**config.mk**
```make
export PLATFORM = sky130hd
export DESIGN_NAME = ram_stream_reader_flat
export DESIGN_NICKNAME = d
export VERILOG_FILES = /design/src/rtl/tpu_mem_pkg.sv /design/src/rtl/single_port_ram_intf.sv /design/src/rtl/stream_fifo2.sv /design/src/rtl/ram_stream_reader.sv /design/src/flat_wrapper.sv
export SDC_FILE = /design/constraint.sdc
export NUM_CORES = 1
export LEC_CHECK = 0
export ABC_AREA = 1
export CAP_MARGIN = 20
export CORE_ASPECT_RATIO = 1.2
export CORE_UTILIZATION = 31
export DETAILED_ROUTE_END_ITERATION = 10
export PLACE_DENSITY = 0.5
export SLEW_MARGIN = 20
export SYNTH_ARGS = -nofsm -noshare
export SYNTH_HDL_FRONTEND = slang
export SYNTH_SLANG_ARGS = --single-unit
```
**constraint.sdc**
```tcl
create_clock -name clk -period 4.7 [get_ports clk]
set_input_delay 0.705 -clock clk [delete_from_list [all_inputs] [get_ports clk]]
set_output_delay 0.705 -clock clk [all_outputs]
set_load 0.005 [all_outputs]
```
**src/rtl/tpu_mem_pkg.sv**
```systemverilog
// Shared types and constants for the compute-side RAM stream reader.
package tpu_mem_pkg;

    typedef enum logic [1:0] {
        IDLE  = 2'd0,
        READ  = 2'd1,
        DRAIN = 2'd2
    } rd_state_e;

    localparam int unsigned RD_LATENCY = 1;
    localparam int unsigned FIFO_DEPTH = 2;

    // A new read may go out only if everything already owed to the buffer still fits.
    function automatic logic window_open(input logic [1:0] count,
                                         input logic       ret,
                                         input logic       pop);
        logic [2:0] occ;
        occ = 3'(count) + 3'(ret) - 3'(pop);
        return occ < 3'(FIFO_DEPTH);
    endfunction

endpackage

```
**src/rtl/single_port_ram_intf.sv**
```systemverilog
// Single-port RAM bank port; the compute side issues reads/writes, the RAM answers.
interface single_port_ram_intf #(
    parameter int unsigned ADDR_WIDTH = 20,
    parameter int unsigned DATA_WIDTH = 16
);
    logic                  cs;
    logic                  oe;
    logic [ADDR_WIDTH-1:0] addr;
    logic                  W_req;
    logic [DATA_WIDTH-1:0] W_data;
    logic [DATA_WIDTH-1:0] R_data;

    modport compute (
        output cs,
        output oe,
        output addr,
        output W_req,
        output W_data,
        input  R_data
    );

    modport ram (
        input  cs,
        input  oe,
        input  addr,
        input  W_req,
        input  W_data,
        output R_data
    );
endinterface

```
**src/rtl/stream_fifo2.sv**
```systemverilog
// Two-entry first-word-fall-through FIFO with flush; an empty FIFO passes a push straight to the output.
module stream_fifo2 #(
    parameter int unsigned DATA_WIDTH = 16
) (
    input  logic                  clk,
    input  logic                  rst_n,
    input  logic                  flush,
    input  logic                  push,
    input  logic [DATA_WIDTH-1:0] push_data,
    input  logic                  pop,
    output logic                  out_valid,
    output logic [DATA_WIDTH-1:0] out_data,
    output logic [1:0]            count
);

    logic [DATA_WIDTH-1:0] slots [2];
    logic                  rd_ptr;
    logic                  wr_ptr;
    logic                  empty;
    logic                  bypass;
    logic                  wr_en;
    logic                  rd_en;

    assign empty  = (count == 2'd0);
    assign bypass = empty && push && pop;
    assign wr_en  = push && !bypass;
    assign rd_en  = pop && !empty;

    // Output mux: stored head first, otherwise the word arriving this cycle.
    always_comb begin
        out_valid = !empty || push;
        out_data  = '0;
        if (!empty) begin
            out_data = slots[rd_ptr];
        end else if (push) begin
            out_data = push_data;
        end
    end

    always_ff @(posedge clk) begin
        if (wr_en && !flush) begin
            slots[wr_ptr] <= push_data;
        end
    end

    always_ff @(posedge clk or negedge rst_n) begin
        if (!rst_n) begin
            rd_ptr <= 1'b0;
            wr_ptr <= 1'b0;
            count  <= 2'd0;
        end else if (flush) begin
            rd_ptr <= 1'b0;
            wr_ptr <= 1'b0;
            count  <= 2'd0;
        end else begin
            if (wr_en) begin
                wr_ptr <= ~wr_ptr;
            end
            if (rd_en) begin
                rd_ptr <= ~rd_ptr;
            end
            count <= count + 2'(wr_en) - 2'(rd_en);
        end
    end

endmodule

```
**src/rtl/ram_stream_reader.sv**
```systemverilog
// Read master: streams `length` consecutive RAM words from `base_addr` onto a valid/ready output.
module ram_stream_reader
    import tpu_mem_pkg::*;
#(
    parameter int unsigned ADDR_WIDTH = 20,
    parameter int unsigned DATA_WIDTH = 16,
    parameter int unsigned LEN_WIDTH  = 16
) (
    input  logic                  clk,
    input  logic                  rst_n,
    input  logic                  start,
    input  logic [ADDR_WIDTH-1:0] base_addr,
    input  logic [LEN_WIDTH-1:0]  length,
    input  logic                  abort,
    output logic                  busy,
    output logic                  done,
    output logic                  out_valid,
    input  logic                  out_ready,
    output logic [DATA_WIDTH-1:0] out_data,
    single_port_ram_intf.compute  mem
);

    rd_state_e             state;
    logic [ADDR_WIDTH-1:0] rd_addr;
    logic [LEN_WIDTH-1:0]  issue_cnt;
    logic [LEN_WIDTH-1:0]  beat_cnt;
    logic [RD_LATENCY-1:0] inflight_q;
    logic                  ret;
    logic                  issue;
    logic                  flush;
    logic                  pop;
    logic [1:0]            buf_count;

    assign ret = inflight_q[RD_LATENCY-1];
    assign pop = out_valid && out_ready;

    // Issue gating; abort also suppresses the read of its own cycle.
    always_comb begin
        issue = 1'b0;
        flush = 1'b0;
        if (state != IDLE) begin
            flush = abort;
            issue = (state == READ) && !abort && (issue_cnt != '0) &&
                    window_open(buf_count, ret, pop);
        end
    end

    assign mem.cs     = issue;
    assign mem.oe     = issue;
    assign mem.addr   = rd_addr;
    assign mem.W_req  = 1'b0;
    assign mem.W_data = '0;

    stream_fifo2 #(
        .DATA_WIDTH (DATA_WIDTH)
    ) u_fifo (
        .clk       (clk),
        .rst_n     (rst_n),
        .flush     (flush),
        .push      (ret),
        .push_data (mem.R_data),
        .pop       (pop),
        .out_valid (out_valid),
        .out_data  (out_data),
        .count     (buf_count)
    );

    always_ff @(posedge clk or negedge rst_n) begin
        if (!rst_n) begin
            state      <= IDLE;
            rd_addr    <= '0;
            issue_cnt  <= '0;
            beat_cnt   <= '0;
            inflight_q <= '0;
            busy       <= 1'b0;
            done       <= 1'b0;
        end else begin
            done       <= 1'b0;
            inflight_q <= RD_LATENCY'({inflight_q, issue});
            if (issue) begin
                rd_addr   <= rd_addr + ADDR_WIDTH'(1);
                issue_cnt <= issue_cnt - LEN_WIDTH'(1);
            end
            if (pop) begin
                beat_cnt <= beat_cnt - LEN_WIDTH'(1);
            end
            case (state)
                IDLE: begin
                    if (start) begin
                        rd_addr   <= base_addr;
                        issue_cnt <= length;
                        beat_cnt  <= length;
                        if (length != '0) begin
                            state <= READ;
                            busy  <= 1'b1;
                        end else begin
                            done <= 1'b1;
                        end
                    end
                end
                READ: begin
                    if (abort) begin
                        state     <= IDLE;
                        busy      <= 1'b0;
                        issue_cnt <= '0;
                        beat_cnt  <= '0;
                    end else if (issue && issue_cnt == LEN_WIDTH'(1)) begin
                        state <= DRAIN;
                    end
                end
                DRAIN: begin
                    if (abort) begin
                        state     <= IDLE;
                        busy      <= 1'b0;
                        issue_cnt <= '0;
                        beat_cnt  <= '0;
                    end else if (pop && beat_cnt == LEN_WIDTH'(1)) begin
                        state <= IDLE;
                        busy  <= 1'b0;
                        done  <= 1'b1;
                    end
                end
                default: state <= IDLE;
            endcase
        end
    end

endmodule
```
**src/flat_wrapper.sv**
```systemverilog
// flat-port wrapper written by rule: the top's interface ports become plain ports
module ram_stream_reader_flat import tpu_mem_pkg::*;
#(
    parameter int unsigned ADDR_WIDTH = 20,
    parameter int unsigned DATA_WIDTH = 16,
    parameter int unsigned LEN_WIDTH  = 16
)
  (clk, rst_n, start, base_addr, length, abort, busy, done, out_valid, out_ready, out_data, mem_cs, mem_oe, mem_addr, mem_W_req, mem_W_data, mem_R_data);
  single_port_ram_intf #(.ADDR_WIDTH(ADDR_WIDTH), .DATA_WIDTH(DATA_WIDTH)) mem_i ();
  input  logic clk;
  input  logic rst_n;
  input  logic start;
  input  logic [ADDR_WIDTH-1:0] base_addr;
  input  logic [LEN_WIDTH-1:0] length;
  input  logic abort;
  output logic busy;
  output logic done;
  output logic out_valid;
  input  logic out_ready;
  output logic [DATA_WIDTH-1:0] out_data;
  output wire logic [$bits(mem_i.cs)-1:0] mem_cs;
  output wire logic [$bits(mem_i.oe)-1:0] mem_oe;
  output wire logic [$bits(mem_i.addr)-1:0] mem_addr;
  output wire logic [$bits(mem_i.W_req)-1:0] mem_W_req;
  output wire logic [$bits(mem_i.W_data)-1:0] mem_W_data;
  input wire logic [$bits(mem_i.R_data)-1:0] mem_R_data;
  assign mem_cs = mem_i.cs;
  assign mem_oe = mem_i.oe;
  assign mem_addr = mem_i.addr;
  assign mem_W_req = mem_i.W_req;
  assign mem_W_data = mem_i.W_data;
  assign mem_i.R_data = mem_R_data;
  ram_stream_reader #(.ADDR_WIDTH(ADDR_WIDTH), .DATA_WIDTH(DATA_WIDTH), .LEN_WIDTH(LEN_WIDTH)) u_core (.clk(clk), .rst_n(rst_n), .start(start), .base_addr(base_addr), .length(length), .abort(abort), .busy(busy), .done(done), .out_valid(out_valid), .out_ready(out_ready), .out_data(out_data), .mem(mem_i));
endmodule
```
## After elaboration in Yosys (flattened, before gate mapping)

Memory sizes are Yosys's and may differ from the RTL's.
Cells that the tools add are included.

- Bits in registers: 61
- Bits in latches: 0
- RAM bits: 32
- Memory bits (read-only): 0
- Input port bits: 57
- Output and inout bits: 58
- Word-level logic and storage cells: 97
- Memories: 1

- Add/sub/neg operators: 7
- Multiply operators: 0
- Div/mod/pow operators: 0
- Order comparisons: 1
- Eq/ne operators: 9
- Shift-type cells: 0
- Mux-type cells: 40
- Bitwise gates (word level): 2
- Reductions and logical operators: 27

Memories:

| name | depth | width | read ports | clocked after memory_dff | wr ports | RTL line | text |
|---|---|---|---|---|---|---|---|
| u_core.u_fifo.slots | 2 | 16 | 1 | 0 | 1 | stream_fifo2.sv:16 | `logic [DATA_WIDTH-1:0] slots [2];` |

Operators with widths:

| kind | count |
|---|---|
| $mux W16 | 8 |
| $pmux W16 S2 | 2 |
| $mux W20 | 3 |
| $eq A16 B1 Y1 const B | 2 |
| $reduce_bool A16 Y1 | 2 |
| $sub A16 B1 Y16 const B | 2 |
| $add A20 B1 Y20 const B | 1 |
| $mux W1 | 17 |
| $mux W2 | 7 |
| $logic_and A1 B1 Y1 | 11 |
| $pmux W2 S3 | 1 |
| $reduce_bool A2 Y1 | 3 |
| $reduce_and A5 Y1 | 1 |
| $logic_not A1 Y1 | 4 |
| $logic_not A2 Y1 | 2 |
| $ne A2 B2 Y1 const B | 2 |
| $reduce_and A4 Y1 | 1 |
| $add A2 B1 Y3 | 1 |
| $lt A3 B2 Y1 const B | 1 |
| $ne A3 B2 Y1 const B | 1 |
| $ne A3 B3 Y1 const B | 1 |
| $pmux W1 S3 | 1 |
| $reduce_bool A3 Y1 | 1 |
| $sub A3 B1 Y3 | 1 |
| other kinds (9) | 10 |

## Logic depth before layout (Yosys ltp)

Gate-level depths: netlist of the first run.

- Word-level depth: 12
- Depth in mapped cells: 20
- Gate-level depth less buffers: 19

## Hierarchy

From an unflattened synthesis of the first run, not the netlist that was laid out.

- Cell total of the unflattened synthesis: 852
- Area, all modules: 6283.5 um2

By module, submodules not included:

| module | times used | cells an instance | area an instance (um2) | sequential area each (um2) |
|---|---|---|---|---|
| ram_stream_reader | 1 | 678 | 4551.9 | 1426.4 |
| stream_fifo2 | 1 | 174 | 1731.7 | 1061.0 |

## Worst setup path before layout of the first run

Ideal clock, no wire load.

- Path type: register -> output
- Start point: reg u_core.u_fifo.count[1]
- End point: out mem_oe
- Arrival time: 2445 ps
- Data required time: 3995 ps
- Slack: 1550 ps
- Cell stages (with the launch flop): 15
- Path buffers: 2
- Path through: dfrtp_1 -> nor2_4 -> nand2_2 -> nand2_2 -> inv_2 -> ha_1 -> inv_1 -> nand2_1 -> fa_1 -> nand3_1 -> nor2_8 -> nand2_8 -> inv_8 -> buf_6 -> buf_4

- Word-level cells in the longest chain between the ends: 8
- Elaborated cells on any way between the ends: 9
- Classes of those cells: add/sub (2); order compare (1); mux (1); reduce/logical (5)

Ends and longest elaborated chain:

| element | RTL line | text |
|---|---|---|
| from (decl) | stream_fifo2.sv:13 | `output logic [1:0] count` |
| from (signal assigned) | stream_fifo2.sv:62 | `count <= count + 2'(wr_en) - 2'(rd_en);` |
| $logic_not A2 Y1 | stream_fifo2.sv:24 | `assign empty = (count == 2'd0);` |
| $logic_not A1 Y1 | n/a |  |
| $logic_or A1 B1 Y1 | stream_fifo2.sv:31 | `out_valid = !empty \|\| push;` |
| via out_valid | flat_wrapper.sv:18 | `output logic out_valid;` |
| $logic_and A1 B1 Y1 | ram_stream_reader.sv:35 | `assign pop = out_valid && out_ready;` |
| $sub A3 B1 Y3 | tpu_mem_pkg.sv:18 | `occ = 3'(count) + 3'(ret) - 3'(pop);` |
| $lt A3 B2 Y1 | tpu_mem_pkg.sv:19 | `return occ < 3'(FIFO_DEPTH);` |
| $logic_and A1 B1 Y1 | ram_stream_reader.sv:43 | `issue = (state == READ) && !abort && (issue_cnt != '0) &&` |
| $mux W1 | ram_stream_reader.sv:41 | `if (state != IDLE) begin` |
| to (decl) | flat_wrapper.sv:22 | `output wire logic [$bits(mem_i.oe)-1:0] mem_oe;` |

The timed path passes the listed nets, and every way through them passes these cells.

## Worst setup path after layout of the first run

- Start point: in out_ready
- End point: out mem_oe

- Word-level cells in the longest chain between the ends: 5

Ends and longest elaborated chain:

| element | RTL line | text |
|---|---|---|
| from (decl) | flat_wrapper.sv:19 | `input logic out_ready;` |
| $logic_and A1 B1 Y1 | ram_stream_reader.sv:35 |  |
| $sub A3 B1 Y3 | tpu_mem_pkg.sv:18 |  |
| $lt A3 B2 Y1 | tpu_mem_pkg.sv:19 |  |
| $logic_and A1 B1 Y1 | ram_stream_reader.sv:43 |  |
| $mux W1 | ram_stream_reader.sv:41 |  |

Every way passes these cells.

==> results of run 1 <==
layer usage:
metal | wire length [um] | part of all wire | vias up
li1 | - | - | 2789
met1 | 7663 | 0.44 | 2516
met2 | 8701 | 0.50 | 116
met3 | 656 | 0.038 | 14
met4 | 244 | 0.014 | 0
met5 | 0 | 0 | -
final cells by class:
class	instances	area, sq um
fillers	2001	11930
multi-input cells	611	3110
flip-flops and latches	93	2487
repair buffers	106	1033
inverters	94	360.3
well taps	261	326.6
clock buffers	9	225.2
clock inverters	7	73.82
state kept, by name, summed over array words and instances (netlist names):
signal / flops
u_core.u_fifo.slots: 32
u_core.mem.addr: 20
u_core.beat_cnt: 16
u_core.issue_cnt: 16
u_core.state: 2
u_core.u_fifo.count: 2
u_core.busy: 1
u_core.done: 1
u_core.inflight_q: 1
u_core.u_fifo.rd_ptr: 1
u_core.u_fifo.wr_ptr: 1
worst max-delay path, stage by stage:
cell and delay, ns:
clkdlybuf4s50_1 0.53, nand2_2 0.08, inv_2 0.13, ha_1 0.25
inv_1 0.05, nand2_1 0.06, fa_1 0.48, nand3_1 0.17
nor2_8 0.19, nand2_8 0.17, inv_8 0.16, clkdlybuf4s50_1 0.54
power groups by stage:
stage	logic, W	clock network [W]	registers, W
after floorplan	0.00157	0	0.00134
after global placement	0.00236	0	0.00142
after detailed placement	0.00236	0	0.00142
after CTS	0.00237	0.000777	0.00141
after global routing	0.00267	0.000802	0.00145
final	0.00235	0.000753	0.00140
stage by stage:
stage	total power [W]	hold WS, ns	setup WS [ns]	instances
6_report	0.004511	0.4173	0.4634	1181
5_1_grt	0.004925	0.4536	0.3089	1181
4_1_cts	0.004557	0.4285	0.4479	1181
3_5_place_dp	0.003783	0.4641	0.4514	1165
3_3_place_gp	0.003785	0.4631	0.4671	1165
2_1_floorplan	0.002910	0.4094	1.550	840
kinds of logic after synthesis:
group / count (synthesis) / synth area share
AO/OA/AOI/OAI: 81 / 0.08704
AND/OR/NAND/NOR: 470 / 0.3350
XOR/XNOR: 27 / 0.03835
other: 1 / 0.0006081
flip-flops: 93 / 0.4033
buffers and inverters: 136 / 0.1029
multiplexers: 2 / 0.003246
adder cells (fa/ha/maj): 14 / 0.02962
worst paths after layout:
path	startpoint	end	slack, ns
worst max-delay path	out_ready	mem_oe	0.46
worst min-delay path	rst_n	u_core.mem.addr[5]	0.42
worst max register to register	u_core.inflight_q	u_core.mem.addr[7]	1.47
worst min register to register	u_core.busy	u_core.busy	0.47
max in group asynchronous	rst_n	u_core.beat_cnt[1]	3.34
min in group clk	u_core.busy	u_core.busy	0.47
layout by cell type (no fill, tap or decap), types with 9 or more instances in the layout:
master	n
dfrtp_1	61
inv_2	10
o31ai_1	16
buf_4	9
nand2_1	211
nor2_2	10
clkdlybuf4s50_1	96
o21ai_1	11
edfxtp_1	32
clkbuf_16	9
o21ai_0	21
nor2_1	129
a31oi_1	10
conb_1	17
inv_1	82
or2_2	13
xor2_1	20
nand3_1	72
ha_1	13
==> impl_metrics.csv, run 1 <==
group,metric,value,unit
placed_design,port_buffers,97,
setup_path,start_kind,"primary input",
power_and_ir_drop,p_switching,0.001999,W
power_and_ir_drop,combPwrFrac,0.522,
finish,fin_area,7617,sq um
timing,finalHoldViolCount,0,
power_and_ir_drop,p_clk_frac,0.167,
clocking,cts_buffers,9,
finish,final_util,0.3897,
synth,ys_warn_count,0,
setup_path,crit_path_max_fanout,26,
timing,report.final.slew_viol_count,0,
timing,period_needed,4.237,ns
synth,synth_ff_type,"dfrtp_1",
synth,synth_largest_area_cell,"dfrtp_1",
power_and_ir_drop,static-leakage-power,3.446,nW
synth,ys_types,46,
synth,synth_common_cells,"nand2_1, nor2_1, inv_1, nand3_1, dfrtp_1",
floorplanning,die_h,156.5,um
synth,synth_edf_count,32,
clocking,ctsResizeCount,0,
drt,routedWlPerCell,14.62,um
drt,drc,0,
clocking,cts_sinks,93,
clocking,clockRootBuffer,"clkbuf_16",
power_and_ir_drop,p_int,0.002511,W
timing,period_share,0.9014,
timing,fin_skew,0.007549,ns
setup_path,arrival,3.53,ns
grt,grt_max_degree,37,
setup_path,end_kind,"output port",
grt,antenna_found_initial,0,
grt,gr-usage-all-layers,0.1739,
grt,grt-ovfl-total,0,
drt,ant_nets,0,
timing,tns,0,ns
grt,grt_pass1_wl,26810,um
setup_path,worstPathRequired,3.99,ns
finish,areaGrowthSynthToFinish,23.51,%
power_and_ir_drop,sw_frac_of_total,0.4433,
floorplanning,core_area,19550,sq um
floorplanning,start_util,0.3155,
drt,drt_wl_total,17270,um
clocking,postCtsSetupRepairBufs,0,
synth,syn_area_per_cell,7.484,sq um
min_path,min_path_type,"primary input to asynchronous set/reset pin",
clocking,cts_tree,"done",
power_and_ir_drop,powerDensity,592.2,nW/um^2
placed_design,hpwlAfterDp,12700,um
floorplanning,dieArea,20460,sq um
setup_path,r2r_cells,18,
timing,rsz0062_at_grt,"false",
floorplanning,ios,115,
placed_design,gp_congestion,0.8953,
synth,syn-cell-area,6167,sq um
grt,grt_util_met1,0.2240,
grt,met3_usage,0.02359,
placed_design,placed_cell_area,7318,sq um
floorplanning,rows,56,
synth,synth_top_area_frac,0.2475,
synth,ys_seq_area_frac,0.4033,
timing,worst_pin_slew,0.9071,ns
power_and_ir_drop,seq_power_share,0.311,
status,status,"finished, final reports clean",
clocking,htree_levels,3,
drt,drtIter0Drc,266,
clocking,ctsHoldBuffers,0,
clocking,clk_pin_slew,0.07,ns
power_and_ir_drop,peakVddDrop,0.0001950,V
timing,relSlewSlack,0.3946,
finish,antenna_cells,0,
synth,async_reset_ff_frac,0.6559,
finish,nets,986,
grt,grt_use_met2,0.2948,
clocking,clk_path_buf_depth,2,
floorplanning,fp.dieW,130.8,um
run,maxCapViolCount,0,
synth,synth-seq-cells,93,
drt,viasPerCell,4.602,
synth,syn-instance-count,824,
setup_path,worstSetupPathType,"primary input to output port",
clocking,clkLatencyLatePin,0.35,ns
synth,synth.area.top_cells,"dfrtp_1, edfxtp_1, nand2_1",
finish,drive_gt1_frac,0.08696,
synth,synth.most_common_cell,"nand2_1",
grt,busiest_layer,"met2",
timing,max_freq,0.2360,GHz
grt,grt_pass1_vias,5105,
drt,dr.pass1.iters,4,
drt,num_vias,5435,
timing,setup_violations,0,
Note: power is estimated with default switching activity, not from simulation.
==> run 2, diff against run 1 <==
Settings changed: CAP_MARGIN 20 to 15, SYNTH_HIERARCHICAL from default to 1.
==> run 2 against run 1 <==
  * Via count up 2.6%
  * Design area increased by 1.0%
  * Final cell count is 2.5% higher
  * Critical path depth rose by 1
  * Sequential share of layout area down 0.33 points
  * Largest cell class unchanged
  * Highest routed layer unchanged
==> impl_metrics.csv, run 2 <==
group,metric,value,unit
status,status,"finished, final reports clean",
setup_path,max_stage_delay,0.58,ns
drt,ant_nets,0,
power_and_ir_drop,peakVddDrop,0.0002060,V
setup_path,rrSetupSlack,1.25,ns
finish,final_common_cell,"nand2_1",
drt,drtIter0Drc,208,
synth,syn_area_per_cell,7.375,sq um
setup_path,crit_slowest_cell,"clkdlybuf4s50_1",
floorplanning,core_area,19690,sq um
power_and_ir_drop,static-leakage-power,3.615,nW
timing,report.final.slew_viol_count,0,
power_and_ir_drop,powerDensity,576.2,nW/um^2
setup_path,crit_chain,"inv_2 > nand2_4 > or2_2 > nand2_1 > clkinv_1 > nor2_1 > o21ai_0 > fa_1 > nand3_4 > nor2_8 > nand2_8 > inv_8 > clkdlybuf4s50_1",
power_and_ir_drop,sw_frac_of_total,0.4545,
clocking,clk_path_buf_depth,2,
grt,grt-ovfl-total,0,
setup_path,worstSetupPathType,"flip-flop to output port",
setup_path,timing.rr.start,"u_core/u_fifo/count[1]",
finish,layout_common_cells,"nand2_1, nor2_1, inv_1, clkdlybuf4s50_1, nand3_1",
drt,routedWlPerCell,13.99,um
timing,finalHoldViolCount,0,
synth,synth_largest_area_cell,"dfrtp_1",
setup_path,worstPathRequired,3.99,ns
run,maxCapViolCount,0,
power_and_ir_drop,combPwrFrac,0.527,
setup_path,r2r_cells,18,
finish,largest_reg_flops,32,
finish,fin_area,7695,sq um
setup_path,end_kind,"output port",
grt,gr-usage-all-layers,0.1708,
timing,tns,0,ns
clocking,postCtsSetupRepairBufs,0,
finish,final_cells,1210,
timing,period_needed,4.416,ns
setup_path,arrival,3.71,ns
placed_design,hpwlAfterDp,12510,um
finish,seq_area,2487,sq um
grt,grt_pass1_vias,5390,
power_and_ir_drop,p_clk_frac,0.166,
grt,grt_max_degree,40,
timing,relSlewSlack,0.5448,
floorplanning,die_h,158.0,um
synth,synth_common_cells,"nand2_1, nor2_1, inv_1, nand3_1, dfrtp_1",
floorplanning,ios,115,
synth,synth_edf_count,32,
finish,multi_input_area,3129,sq um
clocking,ctsHoldBuffers,0,
clocking,clockRootBuffer,"clkbuf_16",
placed_design,place_inst,1194,
clocking,clk_pin_slew,0.07,ns
grt,antenna_found_initial,0,
synth,ys_warn_count,6,
drt,drc,0,
finish,regMostFlops,"u_core/u_fifo/slots",
clocking,htree_levels,3,
finish,drive_gt1_frac,0.08430,
finish,nets,1014,
setup_path,crit_family,"simple AND/OR/NAND/NOR gates",
floorplanning,fp.dieW,132.0,um
drt,dr.pass1.iters,4,
setup_path,crit_path_max_fanout,32,
finish,areaGrowthSynthToFinish,22.46,%
timing,setup_violations,0,
timing,rsz0062_at_grt,"false",
finish,fill_cells,2060,
clocking,ctsResizeCount,0,
synth,syn-cell-area,6284,sq um
synth,synth_ff_type,"dfrtp_1",
power_and_ir_drop,p_int,0.002418,W
timing,max_freq,0.2265,GHz
synth,synth_top_area_frac,0.2429,
synth,async_reset_ff_frac,0.6559,
synth,ys_types,49,
drt,num_vias,5576,
grt,grt_pass1_wl,27590,um
clocking,clkLatencyLatePin,0.35,ns
synth,ys_seq_area_frac,0.3959,
floorplanning,start_util,0.3191,
synth,synth.most_common_cell,"nand2_1",
min_path,min_path_type,"primary input to asynchronous set/reset pin",
timing,period_share,0.9395,
drt,viasPerCell,4.608,
synth,synth.area.top_cells,"dfrtp_1, edfxtp_1, nand2_1",
timing,worst_pin_slew,0.6820,ns
finish,antenna_cells,0,
floorplanning,dieArea,20850,sq um
synth,syn-instance-count,852,
setup_path,path_buf_inv,4,
synth,synth-seq-cells,93,
placed_design,gp_congestion,0.8377,
drt,drt_wl_total,16930,um
setup_path,r2r_end,"u_core/issue_cnt[13]",
clocking,cts_sinks,93,
floorplanning,rows,56,
power_and_ir_drop,p_switching,0.002015,W
setup_path,start_kind,"flip-flop",
timing,fin_skew,0.007002,ns
clocking,cts_buffers,9,
placed_design,placed_cell_area,7397,sq um
placed_design,port_buffers,97,
setup_path,path_depth,13,
power_and_ir_drop,seq_power_share,0.307,
clocking,cts_tree,"done",
==> run 2: cell count changes in the layout (fill, tap and decap cells not counted), moves of 6 or more <==
cell	before	now
a21oi_1	8	16
inv_1	82	105
inv_2	10	3
nand2_1	211	247
nor2_1	129	107
nor2_2	10	4
o21ai_0	21	29
o21ai_2	0	11
o31ai_1	16	0
==> run 2: metrics by stage <==
stage / setup slack [ns] / hold slack [ns] / power, W / utilization
2_1_floorplan: 1.354 / 0.4094 / 0.002929 / -
3_3_place_gp: 0.4448 / 0.4684 / 0.003717 / 0.3757
3_5_place_dp: 0.4439 / 0.4770 / 0.003722 / 0.3757
4_1_cts: 0.1710 / 0.3549 / 0.004487 / 0.3907
5_1_grt: 0.01714 / 0.3791 / 0.004859 / 0.3908
6_report: 0.2845 / 0.3521 / 0.004434 / 0.3908
==> run 2: worst reg2reg max path: stages (launching register included) <==
cell	delay, ns
dfrtp_1	0.47
inv_2	0.12
nand2_4	0.14
or2_2	0.33
nand2_1	0.15
clkinv_1	0.10
nor2_1	0.08
o21ai_0	0.09
fa_1	0.56
nand3_4	0.11
nor2_8	0.20
nand2_8	0.18
inv_8	0.23
buf_4	0.25
nand2_1	0.10
nand2_1	0.06
nand2_1	0.05
nand3_1	0.07
nand2_1	0.05
==> run 2: routing by layer <==
layer  vias up  part of all wire  track usage
met5         -                 0            0
met4         0             0.017      0.06091
met3        14             0.034      0.02530
met2       112              0.50       0.3039
met1      2589              0.45       0.2100
li1       2861                 -            -
==> run 2: final cells by class <==
class | instances | share of cell area
clock buffers | 9 | 0.02927
repair buffers | 105 | 0.1333
well taps | 261 | 0.04244
multi-input cells | 623 | 0.4067
flip-flops and latches | 93 | 0.3233
clock inverters | 7 | 0.009106
inverters | 112 | 0.05593
==> run 2: power groups by stage <==
stage	clock network (W)	registers (W)	logic (W)
detailed placement	0	0.00138	0.00235
global route	0.000803	0.00140	0.00265
CTS	0.000764	0.00137	0.00236
finish	0.000736	0.00136	0.00234
global placement	0	0.00138	0.00234
floorplan	0	0.00130	0.00163
==> run 2: how the worst max path moves through the flow <==
stage | endpoint | from | slack, ns
floorplan | mem_oe | u_core/u_fifo/count[1] | 1.35
global placement | mem_oe | out_ready | 0.44
detailed placement | mem_oe | out_ready | 0.44
CTS | mem_oe | u_core/u_fifo/count[1] | 0.17
global route | mem_oe | u_core/u_fifo/count[1] | 0.02
finish | mem_oe | u_core/u_fifo/count[1] | 0.28
==> run 2: cells by family (layout without fill, tap and decap cells) <==
family                   Yosys count  after routing  synth area share
flip-flops                        93             93            0.3959
AND/OR/NAND/NOR                  478            478            0.3333
multiplexers                       2              2          0.003186
XOR/XNOR                          23             23           0.03206
buffers and inverters            152            233            0.1157
other                              1             17         0.0005968
AO/OA/AOI/OAI                     90             90           0.09220
adder cells (fa/ha/maj)           13             13           0.02708
==> run 3, diff against run 2 <==
Settings changed: SKIP_LAST_GASP from default to 1.
==> results of run 3 <==
Final layout, timing and power as in run 2 (identical DEF).
